### src/rtl/mac_sequencer.sv
// Sequencer for one unsigned dot product through an external 16-bit accumulator.
// Operand pairs go through a single product register before reaching the accumulator.
module mac_sequencer #(
  parameter int DATA_W = 8,
  parameter int ACC_W  = 16,
  parameter int LEN_W  = 8
) (
  input  logic              clk,
  input  logic              rst,
  input  logic              start,
  input  logic [LEN_W-1:0]  vec_len,
  input  logic              abort,
  input  logic [DATA_W-1:0] in_a,
  input  logic [DATA_W-1:0] in_b,
  input  logic              in_valid,
  output logic              in_ready,
  output logic              acc_clear,
  output logic              acc_enable,
  output logic [ACC_W-1:0]  acc_data,
  input  logic [ACC_W-1:0]  acc_out,
  input  logic              acc_overflow,
  output logic [ACC_W-1:0]  res_data,
  output logic              res_ovf,
  output logic              res_valid,
  input  logic              res_ready,
  output logic              busy
);

  typedef enum logic [2:0] {
    IDLE  = 3'd0,
    CLR   = 3'd1,
    RUN   = 3'd2,
    DRAIN = 3'd3,
    HOLD  = 3'd4
  } state_t;

  state_t             state_r;
  logic [LEN_W-1:0]   remaining_r;
  logic [ACC_W-1:0]   prod_r;
  logic               prod_vld_r;
  logic               sticky_r;
  logic               drain_cnt_r;
  logic [ACC_W-1:0]   res_data_r;
  logic               res_ovf_r;

  logic               active_s;
  logic               abort_s;
  logic [ACC_W-1:0]   prod_s;

  assign active_s = (state_r == CLR) || (state_r == RUN) || (state_r == DRAIN);
  assign abort_s  = abort && active_s;
  assign prod_s   = ACC_W'(in_a) * ACC_W'(in_b);

  // Abort also gates in_ready so a pair offered in the abort cycle is never consumed.
  assign in_ready   = (state_r == RUN) && !abort;
  assign acc_clear  = (state_r == CLR) || abort_s;
  assign acc_enable = prod_vld_r;
  assign acc_data   = prod_r;
  assign res_data   = res_data_r;
  assign res_ovf    = res_ovf_r;
  assign res_valid  = (state_r == HOLD);
  assign busy       = (state_r != IDLE);

  // Job sequencing FSM with product pipeline, overflow tracking and result capture.
  always_ff @(posedge clk or negedge rst) begin
    if (!rst) begin
      state_r     <= IDLE;
      remaining_r <= '0;
      prod_r      <= '0;
      prod_vld_r  <= 1'b0;
      sticky_r    <= 1'b0;
      drain_cnt_r <= 1'b0;
      res_data_r  <= '0;
      res_ovf_r   <= 1'b0;
    end else begin
      case (state_r)
        IDLE: begin
          prod_vld_r <= 1'b0;
          if (start) begin
            state_r     <= CLR;
            remaining_r <= vec_len;
            sticky_r    <= 1'b0;
          end else begin
            state_r <= IDLE;
          end
        end
        CLR: begin
          prod_vld_r  <= 1'b0;
          drain_cnt_r <= 1'b0;
          if (abort) begin
            state_r <= IDLE;
          end else if (remaining_r == '0) begin
            state_r <= DRAIN;
          end else begin
            state_r <= RUN;
          end
        end
        RUN: begin
          sticky_r <= sticky_r | acc_overflow;
          if (abort) begin
            state_r    <= IDLE;
            prod_vld_r <= 1'b0;
          end else if (in_valid) begin
            prod_r      <= prod_s;
            prod_vld_r  <= 1'b1;
            remaining_r <= remaining_r - LEN_W'(1);
            drain_cnt_r <= 1'b0;
            if (remaining_r == LEN_W'(1)) begin
              state_r <= DRAIN;
            end else begin
              state_r <= RUN;
            end
          end else begin
            prod_vld_r <= 1'b0;
          end
        end
        DRAIN: begin
          sticky_r   <= sticky_r | acc_overflow;
          prod_vld_r <= 1'b0;
          if (abort) begin
            state_r <= IDLE;
          end else if (!drain_cnt_r) begin
            drain_cnt_r <= 1'b1;
          end else begin
            // Last add has landed one cycle ago; its carry is still on acc_overflow.
            res_data_r  <= acc_out;
            res_ovf_r   <= sticky_r | acc_overflow;
            drain_cnt_r <= 1'b0;
            state_r     <= HOLD;
          end
        end
        HOLD: begin
          prod_vld_r <= 1'b0;
          if (res_ready) begin
            state_r <= IDLE;
          end else begin
            state_r <= HOLD;
          end
        end
        default: begin
          state_r    <= IDLE;
          prod_vld_r <= 1'b0;
        end
      endcase
    end
  end

endmodule

### config.mk
export PLATFORM = sky130hd
export DESIGN_NAME = mac_sequencer
export DESIGN_NICKNAME = d
export VERILOG_FILES = /design/src/rtl/mac_sequencer.sv
export SDC_FILE = /design/constraint.sdc
export NUM_CORES = 1
export LEC_CHECK = 0
export BUFFER_PORTS_ARGS = -buffer_cell sky130_fd_sc_hd__buf_2
export CAP_MARGIN = 0
export CORE_UTILIZATION = 30
export CTS_CLUSTER_DIAMETER = 30
export DETAILED_ROUTE_END_ITERATION = 8
export PLACE_DENSITY_LB_ADDON = 0.15
export SETUP_SLACK_MARGIN = 0.15
export SLEW_MARGIN = 20
export SYNTH_ARGS = -nofsm -noshare
export SYNTH_HDL_FRONTEND = slang
export SYNTH_SLANG_ARGS = --single-unit
### constraint.sdc
create_clock -name clk -period 2.5 [get_ports clk]
set_clock_uncertainty 0.15 [all_clocks]
set_input_delay 0.125 -clock clk [delete_from_list [all_inputs] [get_ports clk]]
set_output_delay 0.125 -clock clk [all_outputs]
set_load 0.03 [all_outputs]
# Word-level counts from Yosys, hierarchy flattened
# Index checks and enable logic that the tools add are counted.
# totals
reg_bits	47
output_inout_bits	38
word_cells	66
# classes
addsub	1
n_mul	1
n_eq_ne	11
mux	24
n_bitwise	2
n_reduce_logical	19
# ops
op	n
$mux W8	3
$mul A8 B8 Y16	1
$pmux W8 S2	1
$mux W3	5
$pmux W3 S5	1
$mux W1	11
$eq A8 B1 Y1 const B	1
$logic_not A8 Y1	1
$ne A2 B2 Y1 const B	4
$reduce_and A4 Y1	2
$sub A8 B1 Y8 const B	1
$eq A3 B2 Y1 const B	2
$ne A3 B3 Y1 const B	2
$reduce_and A3 Y1	2
$reduce_bool A3 Y1	2
$reduce_and A2 Y1	2
$reduce_bool A2 Y1	2
$eq A3 B1 Y1 const B	1
$eq A3 B3 Y1 const B	1
$logic_not A3 Y1	1
$logic_or A1 B1 Y1	3
$pmux W1 S3	1
$logic_and A1 B1 Y1	2
$mux W2	1
other kinds (5)	5

# Depth between registers and ports, before layout
# depth
depth_word	5
depth_mapped	15
ltp_nobuf	15

# Worst setup path after synthesis
# OpenSTA, ideal clock, no wires.
# synth_timing
path_kind	input to register
start	input in_a[1]
end	register prod_r[13], in the netlist acc_data[13]
setup_ns	0.069
arrival_ns	3.633
required_time_ns	2.281
setup_slack_ns	-1.352
cell_stages	13
n_path_buf	0
path_cell_list	and2_1 > fa_1 > fa_1 > fa_1 > inv_1 > fa_1 > inv_1 > ha_1 > o211ai_1 > a21oi_1 > o21bai_1 > or4_1 > nand3_1
# synth_between
elab_chain_cells	1
# synth_rtl
element	line	source
start, declared	13	input logic [DATA_W-1:0] in_a,
$mul A8 B8 Y16	52	assign prod_s = ACC_W'(in_a) * ACC_W'(in_b);
end signal, assigned	104	prod_r <= prod_s;
end, declared	39	logic [ACC_W-1:0] prod_r;
# No other way between the ends.
# A chain may end at the register's enable or synchronous reset.

# Worst setup path after layout
# Same ends and word-level chain as after synthesis.

==> implementation parameters <==
Parameter                              Value

Power
  Leakage dissipation ... 3.01 nW
  Power per unit of standard cell area ... 893 mW/mm^2
  VDD IR max ... 0.437 mV

Run status
  Outcome ... finished, violations left
  Violations in the final reports ... negative setup slack

Setup path
  Arrival time at the worst endpoint ... 3730 ps
  Worst reg2reg path depth ... 4
  Critical path startpoint category ... input port
  CP max-delay cell ... sky130_fd_sc_hd__fa_1
  Worst Setup End Kind ... register
  End of the worst register-to-register path ... acc_data[13]
  Cell type with the highest occurrence count on the critical path ... sky130_fd_sc_hd__fa_1
  Highest net fanout along the worst path ... 4
  Worst path max stage delay ... 570 ps
  Startpoint-to-endpoint class of the critical path ... input port to register
  Cells along the critical path ... buf_8 -> and2_4 -> fa_1 -> fa_1 -> fa_1 -> inv_1 -> fa_1 -> inv_2 -> ha_4 -> o211ai_1 -> a21oi_2 -> o21bai_4 -> or4_1 -> nand3_1
  Data required time of the critical path ... 2580 ps
  Worst reg2reg startpoint ... state_r[1]
  Register-to-register setup slack ... 490 ps

Synth
  Sequential element share of the synthesized area ... 28.2%
  Number of register bits inferred by synthesis ... 47
  Post-Syn Area per Cell ... 9.65 um^2
  Cell area after synthesis ... 0.00417 mm^2
  Net count of the mapped netlist ... 553
  Xor-xnor portion of the synthesized cell area ... 1.89%
  Area fraction in compound gates after synthesis ... 10.5%
  Library cell with the largest summed area after synthesis ... sky130_fd_sc_hd__dfrtp_1
  Synth Warn # ... 0
  Number of synthesized flops with an enable pin ... 0
  Adder-Cell Fraction of Synth Area ... 28.7%
  Post-synthesis simple-gate area fraction ... 19.4%
  Dominant synthesized flop cell ... sky130_fd_sc_hd__dfrtp_1
  Count of unique library cells instantiated by Yosys ... 52
  Dominant combinational cell family by area after synthesis ... adder cells
  Share of synthesized area spent on multiplexers ... 5.28%
  Synth Instances ... 432
  Largest cells by area after synthesis ... sky130_fd_sc_hd__dfrtp_1 (28%), sky130_fd_sc_hd__fa_1 (17%), sky130_fd_sc_hd__ha_1 (11%)
  Fraction of post-synthesis cell area in the top cell type by area ... 28.2%
  Fraction of registers with async set/reset ... 100%

Global route
  Vias in the first global route ... 3,762
  Antenna violations before repair ... 0
  First-pass GRT wire length ... 17,500 um
  Largest net degree at the start of global routing ... 48
  Total routing resource utilization after global routing ... 15.1%
  Total congestion overflow after global routing ... 0

STA
  Max Clock Freq ... 0.274 GHz
  Hold Worst Slack ... 10.8 ps
  Fin worst setup slack ... -1150 ps
  Unrepaired setup endpoints after global routing ... yes
  Count of final setup violators ... 12
  Worst Max-Slew Pin Slew ... 549 ps
  Number of max-slew violations in the final report ... 0
  Final critical-path share of the clock period ... 146%
  Final Hold Vio Count ... 0
  Time the final worst path needs with I/O delays and setup ... 3650 ps
  Max-slew headroom at the worst pin ... 63.2%

Finish
  Most frequent standard cell in the layout excluding fill and tap cells ... sky130_fd_sc_hd__buf_2
  Area growth from synthesis to final layout ... 46.0%
  Commonest cells after routing, fill and taps aside ... sky130_fd_sc_hd__buf_2 (72), sky130_fd_sc_hd__dfrtp_1 (47), sky130_fd_sc_hd__nand2_1 (45), sky130_fd_sc_hd__buf_4 (45), sky130_fd_sc_hd__inv_1 (40)
  Layout fillers ... 1,303
  Ant. Diodes ... 0
  Layout cell share with drive strength beyond 1 ... 38.8%
  Post-layout net count ... 721
  Post-layout util ... 45.4%

Floorplan
  Standard-cell row count ... 42
  Core box area ... 0.0134 mm^2
  Die height ... 120 um
  Initial core utilization ... 31.1%
  Count of boundary I/O pins ... 85
  Die ar. ... 0.0144 mm^2
  Width of the die ... 120 um

Routing
  Sum of routed wire length over all layers ... 9940 um
  Via count ... 3,522
  Detailed-route vias per instance ... 4.53
  Count of TritonRoute iterations in the first routing pass ... 4
  Wire length per cell ... 12.8 um
  Starting DRC count in detailed routing ... 100
  Post-route antenna net violation count ... 0
  DRC ... 0

Clock network
  TritonCTS clock tree ... built
  Worst-skew pair later-pin latency ... 290 ps
  Root Buffer ... sky130_fd_sc_hd__clkbuf_16
  Deepest level of the CTS H-tree ... 2
  Clock slew seen by the registers of the worst setup and hold paths ... 70 ps
  Number of buffers between clock root and the deepest sink ... 2
  Sink Count ... 47
  Number of buffers created by CTS ... 5

Place
  Sum of net half-perimeters after detailed placement ... 8000 um
  Buffers added on ports ... 84
  Last weighted congestion value of the routability-driven placer ... 0.798

Hold path
  Launch instance of the worst min-delay path ... vec_len[5]
  Worst hold path stage count ... 3
  Sink of the worst hold path ... remaining_r[5]
  Worst min-delay path category ... input port to register

Run
  Reported max-cap violation count ... 0
power by group:
part / internal (mW) / total [mW] / leakage [nW] / switching, mW
registers: 1.06 / 1.27 / 0.595 / 0.214
clock network: 0.375 / 0.678 / 0.0675 / 0.303
logic: 1.63 / 3.48 / 2.35 / 1.85
Yosys cell counts (5+ instances only):
| cell type | instances |
|---|---|
| sky130_fd_sc_hd__mux2_1 | 8 |
| sky130_fd_sc_hd__o21ai_0 | 11 |
| sky130_fd_sc_hd__and2_1 | 51 |
| sky130_fd_sc_hd__a21o_1 | 5 |
| sky130_fd_sc_hd__a22oi_1 | 5 |
| sky130_fd_sc_hd__nand3_1 | 6 |
| sky130_fd_sc_hd__mux2_2 | 8 |
| sky130_fd_sc_hd__nand2_1 | 47 |
| sky130_fd_sc_hd__a21oi_1 | 21 |
| sky130_fd_sc_hd__fa_1 | 36 |
| sky130_fd_sc_hd__dfrtp_1 | 47 |
| sky130_fd_sc_hd__nand2b_1 | 5 |
| sky130_fd_sc_hd__ha_1 | 38 |
| sky130_fd_sc_hd__o21ai_1 | 9 |
| sky130_fd_sc_hd__inv_1 | 51 |
| sky130_fd_sc_hd__xor2_1 | 7 |
| sky130_fd_sc_hd__nor2_1 | 17 |
per-stage QoR:
stage	power (mW)	setup TNS, ps	setup slack (ps)	area [um^2]	std cells
after global routing	5.91	-10800	-1250	6080	777
after global placement	4.35	-13860	-1510	5300	736
after floorplan	3.25	-8740	-1210	4310	432
after CTS	5.43	-9770	-1160	6000	776
after detailed placement	4.36	-13980	-1520	5300	736
final	5.43	-9350	-1150	6080	777
worst max-delay path, delay by kind of cell:
kind            cells  cell delay [ps]
buf+inv             3              200
compound gates      3              370
simple gates        3              770
fa+ha+maj           5             2270
worst max path at each step:
stage | start | endpoint | slack, ps | depth (start not counted)
after detailed placement | in_b[5] | acc_data[13] | -1520 | 14
final | in_a[1] | acc_data[13] | -1150 | 14
after CTS | in_a[1] | acc_data[13] | -1160 | 14
after global routing | in_a[1] | acc_data[13] | -1250 | 14
after global placement | in_b[5] | acc_data[13] | -1510 | 14
after floorplan | in_b[5] | acc_data[13] | -1210 | 13
state kept, by name (all words and copies together) (netlist names):
| register | flops |
|---|---|
| res_data | 16 |
| res_ovf | 1 |
| sticky_r | 1 |
| drain_cnt_r | 1 |
| acc_enable | 1 |
| remaining_r | 8 |
| state_r | 3 |
| acc_data | 16 |
area by class of cell:
type | count | area (um^2) | share of cell area (%)
timing repair buffer | 170 | 1300 | 21.3
tap | 176 | 220 | 3.62
inverter | 52 | 195 | 3.21
clock inverter | 2 | 16.3 | 0.267
clock buffer | 6 | 129 | 2.12
sequential | 47 | 1180 | 19.3
multi-input combinational | 324 | 3050 | 50.1
what timing repair did:
action	in CTS	in global routing
endpoints found under the setup margin	12	12
hold buffers	25	0
hold endpoints to repair	72	0
pin swaps	36	27
setup buffers	7	1
gates resized for setup	66	17
cells by family (layout without fill, tap and decap cells):
logic type	count (synthesis)	in the layout
AOI/OAI and AO/OA	71	71
and+or+nand+nor	150	150
muxes	20	20
buffers and inverters	61	230
xor gates and xnor gates	9	9
adders and majority gates	74	74
DFF	47	47
layer usage:
layer | global-route usage [%] | vias up | routed length (um)
met5 | 0 | - | 0
met3 | 2.90 | 14 | 336
li1 | - | 1771 | -
met2 | 26.2 | 58 | 4950
met4 | 2.97 | 0 | 129
met1 | 19.6 | 1679 | 4530
No activity file was read; power rests on OpenSTA's default activity.
